$ cat config.mk
export PLATFORM = sky130hd
export DESIGN_NAME = instr_fetch_seq
export DESIGN_NICKNAME = d
export VERILOG_FILES = /design/src/rtl/instr_fetch_seq.sv
export SDC_FILE = /design/constraint.sdc
export NUM_CORES = 1
export LEC_CHECK = 0
export CAP_MARGIN = 10
export CORE_UTILIZATION = 49
export CTS_CLUSTER_SIZE = 24
export DETAILED_ROUTE_END_ITERATION = 7
export GPL_ROUTABILITY_DRIVEN = 0
export PLACE_DENSITY = 0.88
export SLEW_MARGIN = 30
export SYNTH_ARGS = -nofsm -noshare
export SYNTH_HDL_FRONTEND = slang
export SYNTH_SLANG_ARGS = --single-unit
export TNS_END_PERCENT = 5
$ cat constraint.sdc
create_clock -name clk -period 3.85 [get_ports clk]
set_input_delay 0.385 -clock clk [delete_from_list [all_inputs] [get_ports clk]]
set_output_delay 0.385 -clock clk [all_outputs]
set_load 0.05 [all_outputs]
$ cat src/rtl/instr_fetch_seq.sv
// Instruction-side sequencer: owns the PC, fetches from synchronous instruction
// memory and presents one opcode per fixed-length frame to the control unit.
module instr_fetch_seq #(
  parameter int                  PC_WIDTH    = 16,
  parameter int                  INSTR_WIDTH = 32,
  parameter int                  FRAME_LEN   = 8,
  parameter logic [PC_WIDTH-1:0] RESET_PC    = '0
) (
  input  logic                   clk,
  input  logic                   rst_n,
  output logic [PC_WIDTH-1:0]    imem_addr,
  input  logic [INSTR_WIDTH-1:0] imem_rdata,
  output logic [INSTR_WIDTH-1:0] instr,
  output logic [5:0]             opcode,
  output logic                   frame_start,
  input  logic [2:0]             pc_sel,
  input  logic [PC_WIDTH-1:0]    reg_target,
  input  logic                   equ,
  input  logic                   les,
  output logic [PC_WIDTH-1:0]    pc,
  output logic                   halted,
  output logic                   sel_err
);

  localparam int                PH_W    = $clog2(FRAME_LEN);
  localparam logic [PH_W-1:0]   PH_LAST = PH_W'(FRAME_LEN - 1);

  typedef enum logic [2:0] {
    FETCH,
    LATCH,
    EXEC,
    UPDATE,
    HALT
  } state_t;

  state_t                 state_reg, state_next;
  logic [PH_W-1:0]        phase_reg, phase_next;
  logic [PC_WIDTH-1:0]    pc_reg, pc_next;
  logic [PC_WIDTH-1:0]    addr_reg, addr_next;
  logic [INSTR_WIDTH-1:0] instr_reg, instr_next;
  logic                   frame_start_reg, frame_start_next;
  logic                   halted_reg, halted_next;
  logic                   sel_err_reg, sel_err_next;

  logic [5:0]             op;
  logic [PC_WIDTH-1:0]    imm_ext;
  logic [PC_WIDTH-1:0]    pc_inc;
  logic [PC_WIDTH-1:0]    branch_target;
  logic                   branch_taken;
  logic [PC_WIDTH-1:0]    target_pc;

  function automatic state_t phase_state(input logic [PH_W-1:0] p);
    if (p == '0)
      return FETCH;
    else if (p == PH_W'(1))
      return LATCH;
    else if (p == PH_LAST)
      return UPDATE;
    return EXEC;
  endfunction

  // Branch offset is relative to the instruction after the branch.
  assign op            = instr_reg[INSTR_WIDTH-1 -: 6];
  assign imm_ext       = PC_WIDTH'($signed(instr_reg[15:0]));
  assign pc_inc        = pc_reg + PC_WIDTH'(1);
  assign branch_target = pc_inc + imm_ext;
  assign branch_taken  = ((op == 6'd30) && equ) || ((op == 6'd31) && les);

  always_comb begin
    case (pc_sel)
      3'd0:    target_pc = instr_reg[PC_WIDTH-1:0];
      3'd1:    target_pc = branch_taken ? branch_target : pc_inc;
      3'd2:    target_pc = reg_target;
      3'd4:    target_pc = pc_reg;
      default: target_pc = pc_inc;
    endcase
  end

  always_comb begin
    phase_next       = phase_reg;
    pc_next          = pc_reg;
    addr_next        = addr_reg;
    instr_next       = instr_reg;
    frame_start_next = 1'b0;
    halted_next      = halted_reg;
    sel_err_next     = sel_err_reg;

    case (state_reg)
      FETCH: begin
        addr_next  = pc_reg;
        phase_next = phase_reg + PH_W'(1);
      end
      LATCH: begin
        instr_next = imem_rdata;
        phase_next = phase_reg + PH_W'(1);
      end
      EXEC: begin
        // Registered pulse lands in the cycle after phase 2.
        frame_start_next = (phase_reg == PH_W'(2));
        phase_next       = phase_reg + PH_W'(1);
      end
      UPDATE: begin
        phase_next = '0;
        pc_next    = target_pc;
        addr_next  = target_pc;
        if (pc_sel == 3'd4)
          halted_next = 1'b1;
        if (pc_sel > 3'd4)
          sel_err_next = 1'b1;
      end
      default: begin
        // HALT: everything frozen until reset.
      end
    endcase

    state_next = halted_next ? HALT : phase_state(phase_next);
  end

  always_ff @(posedge clk) begin
    if (!rst_n) begin
      state_reg       <= FETCH;
      phase_reg       <= '0;
      pc_reg          <= RESET_PC;
      addr_reg        <= RESET_PC;
      instr_reg       <= '0;
      frame_start_reg <= 1'b0;
      halted_reg      <= 1'b0;
      sel_err_reg     <= 1'b0;
    end else begin
      state_reg       <= state_next;
      phase_reg       <= phase_next;
      pc_reg          <= pc_next;
      addr_reg        <= addr_next;
      instr_reg       <= instr_next;
      frame_start_reg <= frame_start_next;
      halted_reg      <= halted_next;
      sel_err_reg     <= sel_err_next;
    end
  end

  assign imem_addr   = addr_reg;
  assign instr       = instr_reg;
  assign opcode      = instr_reg[INSTR_WIDTH-1 -: 6];
  assign frame_start = frame_start_reg;
  assign pc          = pc_reg;
  assign halted      = halted_reg;
  assign sel_err     = sel_err_reg;

endmodule

==> flow_metrics.env, run 1 <==
export IMPL_reg2reg_depth=12
export IMPL_synth_compound_area_share_pct=26.0
export IMPL_p_switching_mw=1.10
export IMPL_timing_setup_tns_ns=0
export IMPL_setup_slack_ns=0.348
export IMPL_die_y_um=98.1
export IMPL_grt_max_degree=33
export IMPL_grt_pass1_wl_mm=22.5
export IMPL_fillers=724
export IMPL_finalSetupViolCount=0
export IMPL_root_buffer="clkbuf_8"
export IMPL_route_detailed_drc=7
export IMPL_ant_nets=0
export IMPL_io_buffers=127
export IMPL_grt_pass1_vias=4738
export IMPL_ios=128
export IMPL_synthAdderAreaFrac_pct=6.53
export IMPL_syn_inst=596
export IMPL_min_path_type="reg2reg"
export IMPL_synth_seq_cells=72
export IMPL_path_max_fanout=10
export IMPL_netlist_top_cells_count="nand2_1 (88), a21oi_1 (81), dfxtp_1 (72)"
export IMPL_multi_input_area_mm2=0.00284
export IMPL_max_cap_violations=0
export IMPL_crit_type="reg2reg"
export IMPL_avgViaCountPerCell=6.19
export IMPL_synth_xor_area_share_pct=4.45
export IMPL_rsz0062_at_grt="no"
export IMPL_dp_cells=798
export IMPL_wl_mm=14.1
export IMPL_powerDensity_mw_per_mm2=445
export IMPL_dieArea_mm2=0.00962
export IMPL_critPathLaunchType="flop"
export IMPL_placed_area_mm2=0.00580
export IMPL_yosysMostFrequentCell="nand2_1"
export IMPL_wl_per_cell_um=17.3
export IMPL_drive_gt1_share_pct=6.37
export IMPL_finalHoldViolCount=0
export IMPL_clkTransAtPathRegs_ns=0.08
export IMPL_htreeDepth=3
export IMPL_status="finished, violations left"
export IMPL_ir_drop_mv=0.269
export IMPL_r2r_slack_ns=0.35
export IMPL_grt_total_usage_pct=29.3
export IMPL_final_cell_area_mm2=0.00602
export IMPL_drt_pass1_iter_count=7
export IMPL_seqCellArea_mm2=0.00144
export IMPL_crit_arrival_ns=3.82
export IMPL_period_minus_slack_ns=3.50
export IMPL_fin_crit_sh_pct=91.0
export IMPL_cts_buffers=9
export IMPL_tightest_slew_ns=0.936
export IMPL_pwr_share_clk_pct=25.2
export IMPL_final_cells=814
export IMPL_ys_async_sr_fraction_pct=0
export IMPL_slew_violations=0
export IMPL_yosysTopAreaCell="dfxtp_1"
export IMPL_avgSynthCellArea_um2=7.59
export IMPL_placementRows=34
export IMPL_synth_distinct_cells=69
export IMPL_hold_buffers=0
export IMPL_dp_hpwl_mm=10.4
export IMPL_p_sw_share_pct=41.0
export IMPL_synthesis_nets=674
export IMPL_max_clock_freq_mhz=286
export IMPL_syn_cell_area_mm2=0.00452
export IMPL_end_kind="flop"
export IMPL_violations="DRC"
export IMPL_grt_ovfl_total=0
export IMPL_pre_cts_ws_ns=0.457
export IMPL_synth_mux_area_share_pct=2.30
export IMPL_cts_tree="built"
export IMPL_yosysWarnings=0
export IMPL_p_int_mw=1.58
export IMPL_synthSimpleGateAreaFrac_pct=23.4
export IMPL_vias=5041
export IMPL_holdWs_ns=0.460
export IMPL_synth_edf_count=0
export IMPL_die_x_um=98.1
export IMPL_initial_core_util_pct=51.1
export IMPL_critPathRequiredTime_ns=4.16
export IMPL_first_iter_violations=589
export IMPL_power_frac_seq_pct=35.0
export IMPL_pwr_share_comb_pct=39.8
export IMPL_antenna_found_initial=0
export IMPL_cts_num_sinks=72
export IMPL_syn2layout_area_growth_pct=33.1
export IMPL_p_total_mw=2.68
export IMPL_whs_path_depth=2
export IMPL_fin_nets=779
export IMPL_largest_reg_flops=32
export IMPL_clk_latency_ns=0.36
export IMPL_cts_resized=0
export IMPL_synth_top_cell_area_share_pct=31.9
export IMPL_leakage_nw=2.29
export IMPL_synth_seq_area_share_pct=31.9
export IMPL_synth_area_leaders="dfxtp_1 (32%), a21oi_1 (9.0%), nand2_1 (7.3%)"
export IMPL_fin_skew_ns=0.00726
export IMPL_synth_top_family_by_area="compound AO/OA/AOI/OAI gates"
export IMPL_coreArea_mm2=0.00885
export IMPL_post_cts_repair_setup_buffers=0
export IMPL_slew_headroom_pct=37.6
export IMPL_ys_flop_type="dfxtp_1"
export IMPL_finish_utilization_pct=68.0
export IMPL_diodes=0
export IMPL_cts_path_max_buffers=2
[final timing paths]
| kind | from | endpoint |
|---|---|---|
| max | pc[2] | imem_addr[12] |
| min | instr[18] | instr[18] |
| max reg2reg | pc[2] | imem_addr[12] |
| min reg2reg | instr[18] | instr[18] |
[cell type report]
| class | instances | share of cell area (%) |
|---|---|---|
| clock buffer | 10 | 2.12 |
| timing repair buffer | 134 | 22.0 |
| tap | 108 | 2.25 |
| sequential | 72 | 24.0 |
| clock inverter | 6 | 1.50 |
| multi-input combinational | 468 | 47.2 |
| inverter | 16 | 0.998 |
[power by group through the flow]
| stage | Sequential [mW] | Clock (mW) | Combinational, mW |
|---|---|---|---|
| 6_report | 0.939 | 0.675 | 1.07 |
| 2_1_floorplan | 1.21 | 0 | 0.447 |
| 4_1_cts | 0.937 | 0.683 | 1.06 |
| 3_3_place_gp | 0.948 | 0 | 1.03 |
| 5_1_grt | 0.951 | 0.720 | 1.13 |
| 3_5_place_dp | 0.954 | 0 | 1.05 |
[logic make-up after synthesis]
| logic type | after synthesis |
|---|---|
| mux | 10 |
| xor+xnor | 23 |
| flops | 72 |
| fa+ha+maj | 23 |
| compound gates | 192 |
| simple gates | 220 |
| buf+inv | 56 |
[layer usage]
layer / wire length [um] / GRT usage [%] / vias up / part of all wire (%)
li1: - / - / 2342 / -
met2: 6450 / 46.9 / 342 / 46
met4: 559 / 14.8 / 0 / 4.0
met3: 1500 / 7.02 / 67 / 11
met5: 0 / 0 / - / 0
met1: 5600 / 36.7 / 2290 / 40
[worst max-delay path: stages, from the launching register on]
cell and delay, ns:
dfxtp_1 0.53, nand4_1 0.24, nor2_1 0.30, and3_1 0.22
xor2_1 0.27, ha_1 0.32, a21o_1 0.22, a221oi_1 0.26
inv_1 0.08, o21a_1 0.21, o31a_1 0.31, nor4_1 0.34
a31o_2 0.15
[layout by cell type (no fill, tap or decap), drive strengths merged, types with 13 or more instances in the layout]
cell type and n:
o21ai 41, nor3 14, nand3 14, a21oi 82, xnor2 13, dfxtp 72
clkdlybuf4s50 127, nor2 49, ha 22, nand2 88, inv 17
(Power assumes the default switching activity.)
==> run 2, diff against run 1 <==
--- a/config.mk
+++ b/config.mk
@@ -5,7 +5,9 @@
 export SDC_FILE = /design/constraint.sdc
 export NUM_CORES = 1
 export LEC_CHECK = 0
+export ABC_CLOCK_PERIOD_IN_PS = 3850
 export CAP_MARGIN = 10
+export CORE_ASPECT_RATIO = 0.5
 export CORE_UTILIZATION = 49
 export CTS_CLUSTER_SIZE = 24
 export DETAILED_ROUTE_END_ITERATION = 7
==> flow_metrics.env, run 2 (synthesis gave the netlist of run 1 again) <==
export IMPL_post_cts_repair_setup_buffers=0
export IMPL_fin_skew_ns=0.00570
export IMPL_htreeDepth=3
export IMPL_initial_core_util_pct=51.2
export IMPL_vias=4930
export IMPL_ios=128
export IMPL_diodes=0
export IMPL_first_iter_violations=572
export IMPL_slew_violations=0
export IMPL_fin_crit_sh_pct=89.6
export IMPL_cts_buffers=9
export IMPL_critPathRequiredTime_ns=4.06
export IMPL_status="finished, final reports clean"
export IMPL_syn2layout_area_growth_pct=34.8
export IMPL_reg2reg_depth=13
export IMPL_grt_pass1_vias=4608
export IMPL_die_x_um=138
export IMPL_p_switching_mw=1.12
export IMPL_slew_headroom_pct=42.5
export IMPL_grt_total_usage_pct=29.4
export IMPL_ant_nets=0
export IMPL_rr_startpoint="pc[1]"
export IMPL_powerDensity_mw_per_mm2=466
export IMPL_power_frac_seq_pct=33.1
export IMPL_p_int_mw=1.71
export IMPL_fin_nets=778
export IMPL_leakage_nw=2.32
export IMPL_worstReg2RegEnd="imem_addr[9]"
export IMPL_wl_per_cell_um=17.1
export IMPL_ir_drop_mv=0.308
export IMPL_min_to="instr[18]"
export IMPL_pwr_share_comb_pct=37.6
export IMPL_min_path_type="reg2reg"
export IMPL_die_y_um=69.9
export IMPL_whs_path_depth=2
export IMPL_avgViaCountPerCell=6.00
export IMPL_coreArea_mm2=0.00883
export IMPL_max_clock_freq_mhz=290
export IMPL_fillers=732
export IMPL_drt_pass1_iter_count=6
export IMPL_finalHoldViolCount=0
export IMPL_antenna_found_initial=0
export IMPL_dieArea_mm2=0.00964
export IMPL_path_max_fanout=6
export IMPL_max_cap_violations=0
export IMPL_crit_type="reg2reg"
export IMPL_clk_latency_ns=0.34
export IMPL_end_kind="flop"
export IMPL_critPathLaunchType="flop"
export IMPL_grt_ovfl_total=0
export IMPL_root_buffer="clkbuf_16"
export IMPL_r2r_slack_ns=0.40
export IMPL_hold_buffers=0
export IMPL_grt_pass1_wl_mm=22.1
export IMPL_placementRows=24
export IMPL_finalSetupViolCount=0
export IMPL_tightest_slew_ns=0.863
export IMPL_drive_gt1_share_pct=6.10
export IMPL_route_detailed_drc=0
export IMPL_rsz0062_at_grt="no"
export IMPL_pwr_share_clk_pct=29.3
export IMPL_io_buffers=127
export IMPL_cts_num_sinks=72
export IMPL_final_cell_mix="clkdlybuf4s50_1 (127), nand2_1 (88), a21oi_1 (81)"
export IMPL_seqCellArea_mm2=0.00144
export IMPL_period_minus_slack_ns=3.45
export IMPL_p_total_mw=2.84
export IMPL_grt_max_degree=37
export IMPL_cts_path_max_buffers=2
export IMPL_largest_reg_flops=32
export IMPL_crit_arrival_ns=3.66
export IMPL_final_common_cell="clkdlybuf4s50_1"
export IMPL_timing_setup_tns_ns=0
export IMPL_dp_hpwl_mm=10.2
export IMPL_cts_tree="built"
export IMPL_clkTransAtPathRegs_ns=0.06
export IMPL_cts_resized=0
export IMPL_hp_start="instr[18]"
export IMPL_wl_mm=14.1
export IMPL_p_sw_share_pct=39.6
export IMPL_multi_input_area_mm2=0.00284
[run 2: stage by stage]
| step | std cells | area (um2) | setup WS (ns) | utilization (%) | hold WS, ns |
|---|---|---|---|---|---|
| after floorplan | 596 | 4520 | 0.490 | - | 0.471 |
| after global placement | 806 | 5800 | 0.694 | 65.7 | 0.441 |
| after detailed placement | 806 | 5800 | 0.546 | 65.7 | 0.446 |
| after CTS | 822 | 6090 | 0.515 | 69.0 | 0.454 |
| after global routing | 822 | 6090 | 0.143 | 69.0 | 0.483 |
| final | 822 | 6090 | 0.399 | 69.0 | 0.451 |
[run 2: cell type report]
type	count	share of cell area (%)
multi-input cells	468	46.6
clock inverters	5	0.944
well taps	117	2.40
flip-flops and latches	72	23.7
clock buffers	11	3.82
inverters	16	0.985
repair buffers	133	21.6
[run 2: worst max-delay path: stages (launching register included)]
cell and delay [ns]:
dfxtp_1 0.42, ha_1 0.30, nand3_1 0.15, nor2_1 0.17, nand2_1 0.08, xnor2_1 0.22, ha_1 0.34, a21oi_1 0.29
o211ai_1 0.25, a21oi_1 0.31, mux2i_1 0.12, o21a_1 0.19, a211oi_1 0.33, o21ai_0 0.15
[run 2: worst max-delay path by stage]
stage / from / end / depth (start not counted)
global placement: pc[2] / imem_addr[12] / 12
floorplan: pc[2] / imem_addr[12] / 13
CTS: pc[1] / imem_addr[9] / 13
global route: pc[1] / imem_addr[9] / 13
finish: pc[1] / imem_addr[9] / 13
detailed placement: pc[2] / imem_addr[12] / 12
[run 2: power groups by stage]
stage / Combinational (mW) / Clock, mW / Sequential (mW)
floorplan: 0.447 / 0 / 1.21
global placement: 1.03 / 0 / 0.947
detailed placement: 1.05 / 0 / 0.949
CTS: 1.06 / 0.832 / 0.935
global route: 1.14 / 0.873 / 0.948
finish: 1.07 / 0.832 / 0.938
[run 2: layer usage]
| metal | vias to the layer above | global-route usage (%) | wire length, um |
|---|---|---|---|
| li1 | 2329 | - | - |
| met4 | 0 | 11.6 | 336 |
| met2 | 260 | 46.7 | 6430 |
| met3 | 46 | 7.92 | 1410 |
| met5 | - | 0 | 0 |
| met1 | 2295 | 37.9 | 5880 |
==> run 3, diff against run 2 <==
--- a/config.mk
+++ b/config.mk
@@ -17,4 +17,4 @@
 export SYNTH_ARGS = -nofsm -noshare
 export SYNTH_HDL_FRONTEND = slang
 export SYNTH_SLANG_ARGS = --single-unit
-export TNS_END_PERCENT = 5
+export TNS_END_PERCENT = 20
==> results of run 3 <==
Final layout, timing and power as in run 2 (identical DEF).
